==> config.mk <==
export PLATFORM = sky130hd
export DESIGN_NAME = store_buffer_flat
export DESIGN_NICKNAME = d
export VERILOG_FILES = /design/src/rtl/store_buffer_pkg.sv /design/src/rtl/store_buffer_if.sv /design/src/rtl/store_buffer.sv /design/src/flat_wrapper.sv
export SDC_FILE = /design/constraint.sdc
export NUM_CORES = 2
export LEC_CHECK = 0
export CAP_MARGIN = 40
export CORE_MARGIN = 2
export CORE_UTILIZATION = 56
export CTS_CLUSTER_DIAMETER = 50
export CTS_CLUSTER_SIZE = 30
export DETAILED_ROUTE_END_ITERATION = 7
export PLACE_DENSITY = 0.8
export SYNTH_ARGS = -nofsm -noshare
export SYNTH_HDL_FRONTEND = slang
export SYNTH_SLANG_ARGS = --single-unit
export TNS_END_PERCENT = 10
==> constraint.sdc <==
create_clock -name clk -period 7.55 [get_ports clk]
set_input_delay 2.265 -clock clk [delete_from_list [all_inputs] [get_ports clk]]
set_output_delay 2.265 -clock clk [all_outputs]
set_load 0.02 [all_outputs]
==> src/rtl/store_buffer_pkg.sv <==
// Shared types for the post-commit store buffer and its memory-controller handshake.
package store_buffer_pkg;
    localparam int unsigned XLEN        = 32;
    localparam int unsigned MASK_W      = 4;
    localparam int unsigned ROB_ID_SIZE = 4;
    localparam int unsigned ROB_ID_W    = ROB_ID_SIZE;
    localparam int unsigned SB_DEPTH    = 8;

    typedef enum logic [1:0] {
        MEM_IDLE         = 2'd0,
        MEM_RESP_WAIT    = 2'd1,
        ROB_STORE_UPDATE = 2'd2
    } mem_state_t;

    typedef enum logic {
        SB_IDLE = 1'b0,
        SB_WAIT = 1'b1
    } sb_state_t;

    typedef struct packed {
        logic                valid;
        logic                committed;
        logic [ROB_ID_W-1:0] rob_id;
        logic [XLEN-1:0]     addr;
        logic [XLEN-1:0]     wdata;
        logic [MASK_W-1:0]   wmask;
    } sb_entry_t;

    // Word-granular address compare; byte offset bits are masked off.
    function automatic logic word_match(input logic [XLEN-1:0] a, input logic [XLEN-1:0] b);
        return (a & ~XLEN'(3)) == (b & ~XLEN'(3));
    endfunction
endpackage

==> src/rtl/store_buffer_if.sv <==
// LSU / ROB / memory-controller side of the store buffer, grouped as one bundle.
interface store_buffer_if;
    import store_buffer_pkg::*;

    logic                branch_mispredict;
    logic                st_valid;
    logic [XLEN-1:0]     st_addr;
    logic [XLEN-1:0]     st_wdata;
    logic [MASK_W-1:0]   st_wmask;
    logic [ROB_ID_W-1:0] st_rob_id;
    logic                commit_valid;
    logic [ROB_ID_W-1:0] commit_rob_id;
    mem_state_t          mem_state;
    logic                load_valid;
    logic [XLEN-1:0]     ld_addr;
    logic                dmem_resp;
    logic [XLEN-1:0]     dmem_addr_sb;
    logic [XLEN-1:0]     dmem_wdata_sb;
    logic [MASK_W-1:0]   dmem_wmask_sb;
    logic                sb_full;
    logic                sb_empty;
    logic                ld_conflict;

    modport master (
        output branch_mispredict, st_valid, st_addr, st_wdata, st_wmask, st_rob_id,
               commit_valid, commit_rob_id, mem_state, load_valid, ld_addr, dmem_resp,
        input  dmem_addr_sb, dmem_wdata_sb, dmem_wmask_sb, sb_full, sb_empty, ld_conflict
    );

    modport slave (
        input  branch_mispredict, st_valid, st_addr, st_wdata, st_wmask, st_rob_id,
               commit_valid, commit_rob_id, mem_state, load_valid, ld_addr, dmem_resp,
        output dmem_addr_sb, dmem_wdata_sb, dmem_wmask_sb, sb_full, sb_empty, ld_conflict
    );
endinterface

==> src/rtl/store_buffer.sv <==
// Post-commit store queue: holds executed stores until retirement, drains them to dmem
// one at a time when memory is idle, and flags loads that hit a buffered word.
module store_buffer
    import store_buffer_pkg::*;
#(
    parameter int unsigned DEPTH = SB_DEPTH
) (
    input  logic          clk,
    input  logic          rst,
    store_buffer_if.slave sb_if
);
    localparam int unsigned PTR_W = $clog2(DEPTH);
    localparam int unsigned CNT_W = PTR_W + 1;

    sb_entry_t        entries_q [DEPTH];
    sb_entry_t        entries_d [DEPTH];
    logic [PTR_W-1:0] head_q, head_d;
    logic [PTR_W-1:0] tail_q, tail_d;
    logic [PTR_W-1:0] cmt_q, cmt_d;
    logic [CNT_W-1:0] count_q, count_d;
    sb_state_t        state_q, state_d;
    logic             cool_q, cool_d;

    logic             full;
    logic             empty;
    logic             enq;
    logic             do_commit;
    logic             issue;
    logic             pop;
    logic [DEPTH-1:0] hit;

    assign full  = (count_q == CNT_W'(DEPTH));
    assign empty = (count_q == '0);

    assign sb_if.sb_full  = full;
    assign sb_if.sb_empty = empty;

    assign enq = sb_if.st_valid && !full && !sb_if.branch_mispredict;

    assign do_commit = sb_if.commit_valid && entries_q[cmt_q].valid &&
                       !entries_q[cmt_q].committed &&
                       (entries_q[cmt_q].rob_id == sb_if.commit_rob_id);

    // cool_q blocks issue in the cycle right after a response (minimum 2-cycle spacing).
    assign issue = (state_q == SB_IDLE) && !cool_q &&
                   entries_q[head_q].valid && entries_q[head_q].committed &&
                   (sb_if.mem_state == MEM_IDLE) && !sb_if.load_valid;

    assign pop = (state_q == SB_WAIT) && sb_if.dmem_resp;

    // Drain FSM next-state and the zero-latency dmem request.
    always_comb begin
        state_d             = state_q;
        sb_if.dmem_addr_sb  = '0;
        sb_if.dmem_wdata_sb = '0;
        sb_if.dmem_wmask_sb = '0;
        case (state_q)
            SB_IDLE: if (issue) state_d = SB_WAIT;
            SB_WAIT: if (sb_if.dmem_resp) state_d = SB_IDLE;
            default: state_d = SB_IDLE;
        endcase
        if (issue || (state_q == SB_WAIT)) begin
            sb_if.dmem_addr_sb  = entries_q[head_q].addr & ~XLEN'(3);
            sb_if.dmem_wdata_sb = entries_q[head_q].wdata;
            sb_if.dmem_wmask_sb = entries_q[head_q].wmask;
        end
    end

    // Queue bookkeeping; commit is applied before the mispredict squash.
    always_comb begin
        entries_d = entries_q;
        head_d    = head_q;
        tail_d    = tail_q;
        cmt_d     = cmt_q;
        count_d   = count_q;
        cool_d    = pop;
        if (enq) begin
            entries_d[tail_q].valid     = 1'b1;
            entries_d[tail_q].committed = 1'b0;
            entries_d[tail_q].rob_id    = sb_if.st_rob_id;
            entries_d[tail_q].addr      = sb_if.st_addr;
            entries_d[tail_q].wdata     = sb_if.st_wdata;
            entries_d[tail_q].wmask     = sb_if.st_wmask;
            tail_d  = tail_q + PTR_W'(1);
            count_d = count_d + CNT_W'(1);
        end
        if (do_commit) begin
            entries_d[cmt_q].committed = 1'b1;
            cmt_d = cmt_q + PTR_W'(1);
        end
        if (pop) begin
            entries_d[head_q] = '0;
            head_d  = head_q + PTR_W'(1);
            count_d = count_d - CNT_W'(1);
        end
        if (sb_if.branch_mispredict) begin
            count_d = '0;
            for (int unsigned i = 0; i < DEPTH; i++) begin
                if (!entries_d[PTR_W'(i)].committed) entries_d[PTR_W'(i)].valid = 1'b0;
                if (entries_d[PTR_W'(i)].valid) count_d = count_d + CNT_W'(1);
            end
            tail_d = cmt_d;
        end
    end

    always_ff @(posedge clk) begin
        if (rst) begin
            state_q <= SB_IDLE;
            head_q  <= '0;
            tail_q  <= '0;
            cmt_q   <= '0;
            count_q <= '0;
            cool_q  <= 1'b0;
            for (int unsigned i = 0; i < DEPTH; i++) entries_q[PTR_W'(i)] <= '0;
        end else begin
            state_q   <= state_d;
            head_q    <= head_d;
            tail_q    <= tail_d;
            cmt_q     <= cmt_d;
            count_q   <= count_d;
            cool_q    <= cool_d;
            entries_q <= entries_d;
        end
    end

    // Load-conflict CAM, including the entry currently being drained.
    for (genvar g = 0; g < DEPTH; g++) begin : g_cam
        assign hit[g] = entries_q[g].valid && word_match(entries_q[g].addr, sb_if.ld_addr);
    end
    assign sb_if.ld_conflict = |hit;

    always_ff @(posedge clk) begin
        if (!rst) begin
            assert (!(sb_if.st_valid && full))
                else $error("store_buffer: store enqueued while full was dropped");
            assert (!(sb_if.commit_valid && entries_q[cmt_q].valid && !entries_q[cmt_q].committed &&
                      (entries_q[cmt_q].rob_id != sb_if.commit_rob_id)))
                else $error("store_buffer: commit tag does not match oldest uncommitted store");
        end
    end
endmodule
==> src/flat_wrapper.sv <==
// flat-port wrapper written by rule: the top's interface ports become plain ports
module store_buffer_flat import store_buffer_pkg::*;
#(
    parameter int unsigned DEPTH = SB_DEPTH
)
  (clk, rst, sb_if_branch_mispredict, sb_if_st_valid, sb_if_st_addr, sb_if_st_wdata, sb_if_st_wmask, sb_if_st_rob_id, sb_if_commit_valid, sb_if_commit_rob_id, sb_if_mem_state, sb_if_load_valid, sb_if_ld_addr, sb_if_dmem_resp, sb_if_dmem_addr_sb, sb_if_dmem_wdata_sb, sb_if_dmem_wmask_sb, sb_if_sb_full, sb_if_sb_empty, sb_if_ld_conflict);
  store_buffer_if sb_if_i ();
  input  logic clk;
  input  logic rst;
  input wire logic [$bits(sb_if_i.branch_mispredict)-1:0] sb_if_branch_mispredict;
  input wire logic [$bits(sb_if_i.st_valid)-1:0] sb_if_st_valid;
  input wire logic [$bits(sb_if_i.st_addr)-1:0] sb_if_st_addr;
  input wire logic [$bits(sb_if_i.st_wdata)-1:0] sb_if_st_wdata;
  input wire logic [$bits(sb_if_i.st_wmask)-1:0] sb_if_st_wmask;
  input wire logic [$bits(sb_if_i.st_rob_id)-1:0] sb_if_st_rob_id;
  input wire logic [$bits(sb_if_i.commit_valid)-1:0] sb_if_commit_valid;
  input wire logic [$bits(sb_if_i.commit_rob_id)-1:0] sb_if_commit_rob_id;
  input wire logic [$bits(sb_if_i.mem_state)-1:0] sb_if_mem_state;
  input wire logic [$bits(sb_if_i.load_valid)-1:0] sb_if_load_valid;
  input wire logic [$bits(sb_if_i.ld_addr)-1:0] sb_if_ld_addr;
  input wire logic [$bits(sb_if_i.dmem_resp)-1:0] sb_if_dmem_resp;
  output wire logic [$bits(sb_if_i.dmem_addr_sb)-1:0] sb_if_dmem_addr_sb;
  output wire logic [$bits(sb_if_i.dmem_wdata_sb)-1:0] sb_if_dmem_wdata_sb;
  output wire logic [$bits(sb_if_i.dmem_wmask_sb)-1:0] sb_if_dmem_wmask_sb;
  output wire logic [$bits(sb_if_i.sb_full)-1:0] sb_if_sb_full;
  output wire logic [$bits(sb_if_i.sb_empty)-1:0] sb_if_sb_empty;
  output wire logic [$bits(sb_if_i.ld_conflict)-1:0] sb_if_ld_conflict;
  assign sb_if_i.branch_mispredict = sb_if_branch_mispredict;
  assign sb_if_i.st_valid = sb_if_st_valid;
  assign sb_if_i.st_addr = sb_if_st_addr;
  assign sb_if_i.st_wdata = sb_if_st_wdata;
  assign sb_if_i.st_wmask = sb_if_st_wmask;
  assign sb_if_i.st_rob_id = sb_if_st_rob_id;
  assign sb_if_i.commit_valid = sb_if_commit_valid;
  assign sb_if_i.commit_rob_id = sb_if_commit_rob_id;
  assign sb_if_i.mem_state = sb_if_mem_state;
  assign sb_if_i.load_valid = sb_if_load_valid;
  assign sb_if_i.ld_addr = sb_if_ld_addr;
  assign sb_if_i.dmem_resp = sb_if_dmem_resp;
  assign sb_if_dmem_addr_sb = sb_if_i.dmem_addr_sb;
  assign sb_if_dmem_wdata_sb = sb_if_i.dmem_wdata_sb;
  assign sb_if_dmem_wmask_sb = sb_if_i.dmem_wmask_sb;
  assign sb_if_sb_full = sb_if_i.sb_full;
  assign sb_if_sb_empty = sb_if_i.sb_empty;
  assign sb_if_ld_conflict = sb_if_i.ld_conflict;
  store_buffer #(.DEPTH(DEPTH)) u_core (.clk(clk), .rst(rst), .sb_if(sb_if_i));
endmodule
Word level (Yosys, flattened, before mapping)

Cells that the tools add are included.

Logic and storage cells: 203
Bits of input ports: 117
Output and inout bits: 71
Bits in registers: 607

Bitwise logic cells: 6
Order comparisons: 6
Mux-type cells: 83
Reduce and logical (&&, ||, !) cells: 32
Add/sub/neg operators: 12
Eq/ne operators: 10

Operator list:

| operator                                           | number |
|---|---|
| bitwise mux 592 bit                                | 7 |
| demux 74 bit (select 3 bit)                        | 8 |
| 2-to-1 mux 592 bit                                 | 3 |
| bitwise AND 592 bit                                | 1 |
| inverter 592 bit                                   | 1 |
| binary-select mux 74 bit (select 3 bit)            | 2 |
| 2-to-1 mux 74 bit                                  | 6 |
| == test 30 bit                                     | 8 |
| 2-to-1 mux 73 bit                                  | 2 |
| 2-to-1 mux 4 bit                                   | 19 |
| 2-to-1 mux 72 bit                                  | 1 |
| 2-to-1 mux 68 bit                                  | 1 |
| 2-to-1 mux 32 bit                                  | 2 |
| 2-to-1 mux 36 bit                                  | 1 |
| adder 4 x 1 -> 4 bit, second input constant        | 8 |
| 2-to-1 mux 1 bit                                   | 27 |
| logical AND 1 bit                                  | 22 |
| >= comparator 4 bit, second input constant         | 3 |
| < comparator 4 x 1 -> 1 bit, second input constant | 3 |
| inverter 3 -> 4 bit                                | 3 |
| adder 3 x 1 -> 3 bit, second input constant        | 3 |
| 2-to-1 mux 3 bit                                   | 3 |
| OR reduction 8 bit                                 | 1 |
| zero test 1 bit                                    | 5 |
| other kinds (9)                                    | 9 |

Longest topological paths before layout

Depth after elaboration: 41
Mapped depth: 28

Least setup slack after synthesis

Ideal clock, no wire load.

Kind: input to register
Start point: in sb_if_commit_rob_id[3]
End point: reg u_core.count_q[2]
Path slack: 1.222 ns
Library setup time: 0.086 ns
Stages on the path: 23
Arrival: 6.243 ns
Cell sequence: inv_1 a31oi_1 o2111ai_1 nor3_2 a31oi_1 nor2_2 inv_1 ha_1 xnor2_1 ha_1 o21ai_0 xor2_1 mux2i_1 ha_1 o21ai_0 o31ai_1 a21oi_1 o21ai_1 ha_1 nand2_1 xnor2_1 xnor2_1 a211oi_1

Cells in the longest elaborated chain, start to end: 30
Elaborated cells between the ends (all ways): 44
Classes of those cells: 7 x add/sub; 1 x eq/ne; 34 x mux; 1 x bitwise; 1 x reduce/logical

RTL lines:

| element                              | line                | source |
|---|---|---|
| start: declaration                   | flat_wrapper.sv:17  | `input wire logic [$bits(sb_if_i.commit_rob_id)-1:0] sb_if_commit_rob_id;` |
| == test 4 bit (*)                    | store_buffer.sv:42  | `(entries_q[cmt_q].rob_id == sb_if.commit_rob_id);` |
| logical AND 1 bit (*)                | store_buffer.sv:41  | `!entries_q[cmt_q].committed &&` |
| 2-to-1 mux 592 bit (*)               | store_buffer.sv:87  | `if (do_commit) begin` |
| bitwise AND 592 bit (no source line) | -                   |  |
| 2-to-1 mux 592 bit (*)               | store_buffer.sv:91  | `if (pop) begin` |
| 2-to-1 mux 1 bit                     | store_buffer.sv:99  | `if (!entries_d[PTR_W'(i)].committed) entries_d[PTR_W'(i)].valid = 1'b0;` |
| 2-to-1 mux 1 bit                     | store_buffer.sv:96  | `if (sb_if.branch_mispredict) begin` |
| 2-to-1 mux 1 bit                     | store_buffer.sv:100 | `if (entries_d[PTR_W'(i)].valid) count_d = count_d + CNT_W'(1);` |
| (+14 left out)                       | -                   |  |
| 2-to-1 mux 4 bit                     | store_buffer.sv:100 |  |
| 2-to-1 mux 4 bit                     | store_buffer.sv:96  |  |
| adder 4 x 1 -> 4 bit                 | store_buffer.sv:100 |  |
| 2-to-1 mux 4 bit                     | store_buffer.sv:100 |  |
| 2-to-1 mux 4 bit                     | store_buffer.sv:96  |  |
| adder 4 x 1 -> 4 bit                 | store_buffer.sv:100 |  |
| 2-to-1 mux 4 bit (*)                 | store_buffer.sv:100 |  |
| 2-to-1 mux 4 bit (*)                 | store_buffer.sv:96  |  |
| end signal: assignment               | store_buffer.sv:120 | `count_q <= count_d;` |
| end: declaration                     | store_buffer.sv:20  | `logic [CNT_W-1:0] count_q, count_d;` |

Every way passes the cells marked *; elsewhere a longest branch is shown, timed or not. The select of a mux whose other input is x is not followed.
A chain may end at the register's enable or synchronous reset.

Worst setup path in the final report

Start point: in sb_if_ld_addr[6]
End point: out sb_if_ld_conflict

Cells in the longest elaborated chain, start to end: 3
Elaborated cells between the ends (all ways): 17
Classes of those cells: 8 x eq/ne; 9 x reduce/logical

RTL lines:

| element                | line                   | source |
|---|---|---|
| start: declaration     | flat_wrapper.sv:20     | `input wire logic [$bits(sb_if_i.ld_addr)-1:0] sb_if_ld_addr;` |
| == test 30 bit         | store_buffer_pkg.sv:31 | `return (a & ~XLEN'(3)) == (b & ~XLEN'(3));` |
| logical AND 1 bit      | store_buffer.sv:128    | `assign hit[g] = entries_q[g].valid && word_match(entries_q[g].addr, sb_if.ld_addr);` |
| OR reduction 8 bit (*) | store_buffer.sv:130    | `assign sb_if.ld_conflict = \|hit;` |
| end: declaration       | flat_wrapper.sv:27     | `output wire logic [$bits(sb_if_i.ld_conflict)-1:0] sb_if_ld_conflict;` |

Every way passes the cells marked *; elsewhere a longest branch is shown, timed or not.

==> out/qor.yml <==
worst_slack_ns: 0.0510
worstPathRequired_ns: 5.29
p_per_area_nw_per_um2: 194
fin_hold_ws_ns: 0.455
slew_headroom_pct: 31.8
synth.cell_area_sq_um: 29300
rsz0062_at_grt: "false"
worstReg2RegStart: "u_core.cmt_q[2]"
grt.total_usage_pct: 37.5
startpoint_type: "input pin"
async_flop_share_pct: 0
max-vdd-ir-drop_uv: 178
crit_slowest_cell: "clkdlybuf4s50_1"
post-route-period-util_pct: 99.3
tritoncts: "yes"
vias: 26900
cp-endpoint: "sb_if_ld_conflict"
fin_worst_skew_ns: 0.0285
status: "completed"
htree_levels: 2
routed_via_density: 6.32
avgSynthCellArea_sq_um: 8.28
place_congestion: 1.03
place_ws_ns: 0.281
dp.cells: 4152
core_area_sq_um: 51500
dpl-instance-area_sq_um: 31700
die_h_microns: 233
clk_latency_ns: 0.64
p_switching_mw: 1.80
min_path_cells: 2
slowest_delay_ns: 0.69
arrival_ns: 5.23
ys_seq_elements: 591
seq_area_sq_um: 11800
rrSetupSlack_ns: 1.38
synth_edf_count: 0
cp_max_fo: 8
crit_start: "sb_if_ld_addr[6]"
clockRootBuffer: "clkbuf_16"
multiInputGateArea_sq_um: 16000
seqPwrFrac_pct: 48.6
p_leak_nw: 10.5
finalWirelength_mm: 104
fin_util_pct: 65.1
worst_r2r_path_depth: 25
yosysSeqAreaShare_pct: 40.4
cts_setup_buffers: 0
synth_warnings: 0
num_rows: 83
final_area_sq_um: 33500
hold_class: "flop to flop"
final.setup.tns_ns: 0
fp.dieW_microns: 233
end_kind: "primary output"
cts.sinks: 591
fillers: 4133
route.detailed.wl_per_inst_microns: 24.3
nets: 3654
grt_pass1_vias: 25800
dp_hpwl_mm: 62.8
path_class: "input pin to primary output"
p_sw_share_pct: 27.7
antenna_found_initial: 15
grt_pass1_wl_mm: 153
rr_endpoint: "u_core.count_q[2]"
io_buffers: 181
cts_buffers: 50
max_freq_ghz: 0.133
synthFlopType: "dfxtp_1"
power_frac_comb_pct: 7.8
cap_viol_max_count: 0
start_util_pct: 56.9
grt_max_degree: 122
fin_crit_ns: 7.50
clkPwrFrac_pct: 43.7
dieArea_sq_um: 54200
drc: 0
cts-resized-gates: 0
io_pins: 188
worstPathCellList: "clkdlybuf4s50_1 -> xnor2_1 -> nand4_1 -> nor4_1 -> a41oi_1 -> nand4_1 -> clkdlybuf4s50_1"
setup_viol: 0
cts.clk_slew.worst_paths_ns: 0.07
hold_buffers: 0
drt_pass1_iterations: 8
drive_gt1_share_pct: 10.5
p_int_mw: 4.71
slew_violations: 0
syn_to_final_growth_pct: 14.4
drtIter0Drc: 3793
hold_viol_final: 0
synth_cell_type_count: 68
clockBufferDepth: 3
finalPower_mw: 6.51
stdcell_count: 4255
worstMarginPinSlew_ns: 1.02
detail-route-antenna-nets: 0
synthCells: 3538
grt_overflow_total: 0
==> flip-flops by register name, summed over array words and instances (netlist names) <==
name / cells
u_core.head_q: 3
u_core.cool_q: 1
u_core.state_q: 1
u_core.entries_q: 576
u_core.tail_q: 3
u_core.count_q: 4
u_core.cmt_q: 3
==> cell type report <==
cell class	count	share of cell area [%]
Multi-Input combinational cell	2590	47.7
Sequential cell	591	35.3
Timing Repair Buffer	275	8.72
Clock buffer	54	3.87
Tap cell	680	2.54
Clock inverter	39	1.53
Inverter	16	0.187
Antenna cell	10	0.0747
==> worst max-delay path, delay by kind of cell <==
kind | cells | cell delay (ns)
XOR/XNOR | 1 | 0.62
AO/OA/AOI/OAI | 1 | 0.17
AND/OR/NAND/NOR | 3 | 0.83
buffers and inverters | 2 | 1.33
==> synthesized netlist by cell type, types with 3 or more instances <==
| cell | number | area [sq um] |
|---|---|---|
| a21oi_1 | 572 | 2860 |
| o22ai_1 | 4 | 25.0 |
| and4_1 | 5 | 43.8 |
| ha_1 | 13 | 163 |
| a22oi_1 | 3 | 22.5 |
| nor3_1 | 5 | 25.0 |
| nand3_1 | 18 | 90.1 |
| a31oi_1 | 8 | 50.1 |
| buf_1 | 23 | 86.3 |
| clkbuf_1 | 234 | 878 |
| a221oi_1 | 5 | 43.8 |
| xor2_1 | 88 | 771 |
| mux2_2 | 7 | 78.8 |
| inv_2 | 3 | 11.3 |
| inv_1 | 12 | 45.0 |
| a211oi_1 | 13 | 97.6 |
| and3_1 | 3 | 18.8 |
| xnor2_1 | 179 | 1570 |
| or3_1 | 3 | 18.8 |
| nor2_1 | 114 | 428 |
| nor4_1 | 38 | 238 |
| and3b_1 | 5 | 43.8 |
| buf_6 | 3 | 33.8 |
| nor4b_1 | 3 | 26.3 |
| buf_2 | 7 | 35.0 |
| or2_2 | 4 | 25.0 |
| and2_1 | 8 | 50.1 |
| o31ai_1 | 3 | 22.5 |
| mux4_2 | 138 | 3110 |
| o21ai_0 | 14 | 70.1 |
| buf_4 | 74 | 556 |
| nand4_1 | 51 | 319 |
| nor2b_1 | 7 | 43.8 |
| mux2i_1 | 78 | 781 |
| dfxtp_1 | 591 | 11800 |
| nand2_1 | 1159 | 4350 |
==> kinds of logic (layout without fill, tap and decap cells) <==
kind of cell / Yosys count / in the layout / synth area share (%)
AND/OR/NAND/NOR: 1438 / 1438 / 20.0
AO/OA/AOI/OAI: 643 / 643 / 11.6
flip-flops: 591 / 591 / 40.4
buffers and inverters: 358 / 384 / 5.66
XOR/XNOR: 271 / 271 / 8.27
multiplexers: 223 / 223 / 13.5
adder cells (fa/ha/maj): 13 / 13 / 0.555
other: 1 / 12 / 0.0128
==> placed cells by master (no fill, tap or decap), drive strengths merged, types with 3 or more instances in the layout <==
master	synthesis	routed
diode	0	10
nor4b	4	4
nor4	38	38
inv	16	38
and3b	5	5
and3	3	3
o22ai	4	4
clkinvlp	0	3
nor2	116	116
and4	5	5
mux4	138	138
mux2	7	7
o21ai	16	16
a21oi	572	572
nand4	51	51
or3	3	3
ha	13	13
a22oi	3	3
a31oi	8	8
nand3	18	18
and2	8	8
nor3	7	7
clkbuf	235	54
a211oi	13	13
buf	107	94
dfxtp	591	591
o31ai	3	3
or2	4	4
clkinv	0	13
mux2i	78	78
nand2	1159	1159
xor2	89	89
xnor2	181	181
nor2b	8	8
clkdlybuf4s50	0	181
a221oi	6	6
o2111ai	3	3
==> worst min-delay path by stage <==
| stage | endpoint | slack, ns | start |
|---|---|---|---|
| 3_5_place_dp | u_core.entries_q[587] | 0.44 | u_core.entries_q[587] |
| 3_3_place_gp | u_core.entries_q[254] | 0.44 | u_core.entries_q[254] |
| 5_1_grt | u_core.entries_q[314] | 0.47 | u_core.entries_q[314] |
| 6_report | u_core.entries_q[154] | 0.45 | u_core.entries_q[154] |
| 4_1_cts | u_core.entries_q[154] | 0.45 | u_core.entries_q[154] |
| 2_1_floorplan | u_core.entries_q[587] | 0.43 | u_core.entries_q[587] |
==> per-layer routing <==
layer	part of all wire [%]	track usage (%)
met1	35	45.7
met2	45	58.3
met3	13	9.19
met4	7.1	26.1
met5	0.064	0
==> power by group through the flow <==
stage               logic [mW]  clock network [mW]  registers (mW)
global route             0.515                2.97            3.17
global placement         0.466                   0            3.23
finish                   0.505                2.85            3.16
CTS                      0.484                2.84            3.16
floorplan                0.282                   0            3.23
detailed placement       0.479                   0            3.23
Power figures use the tool's default switching activity.
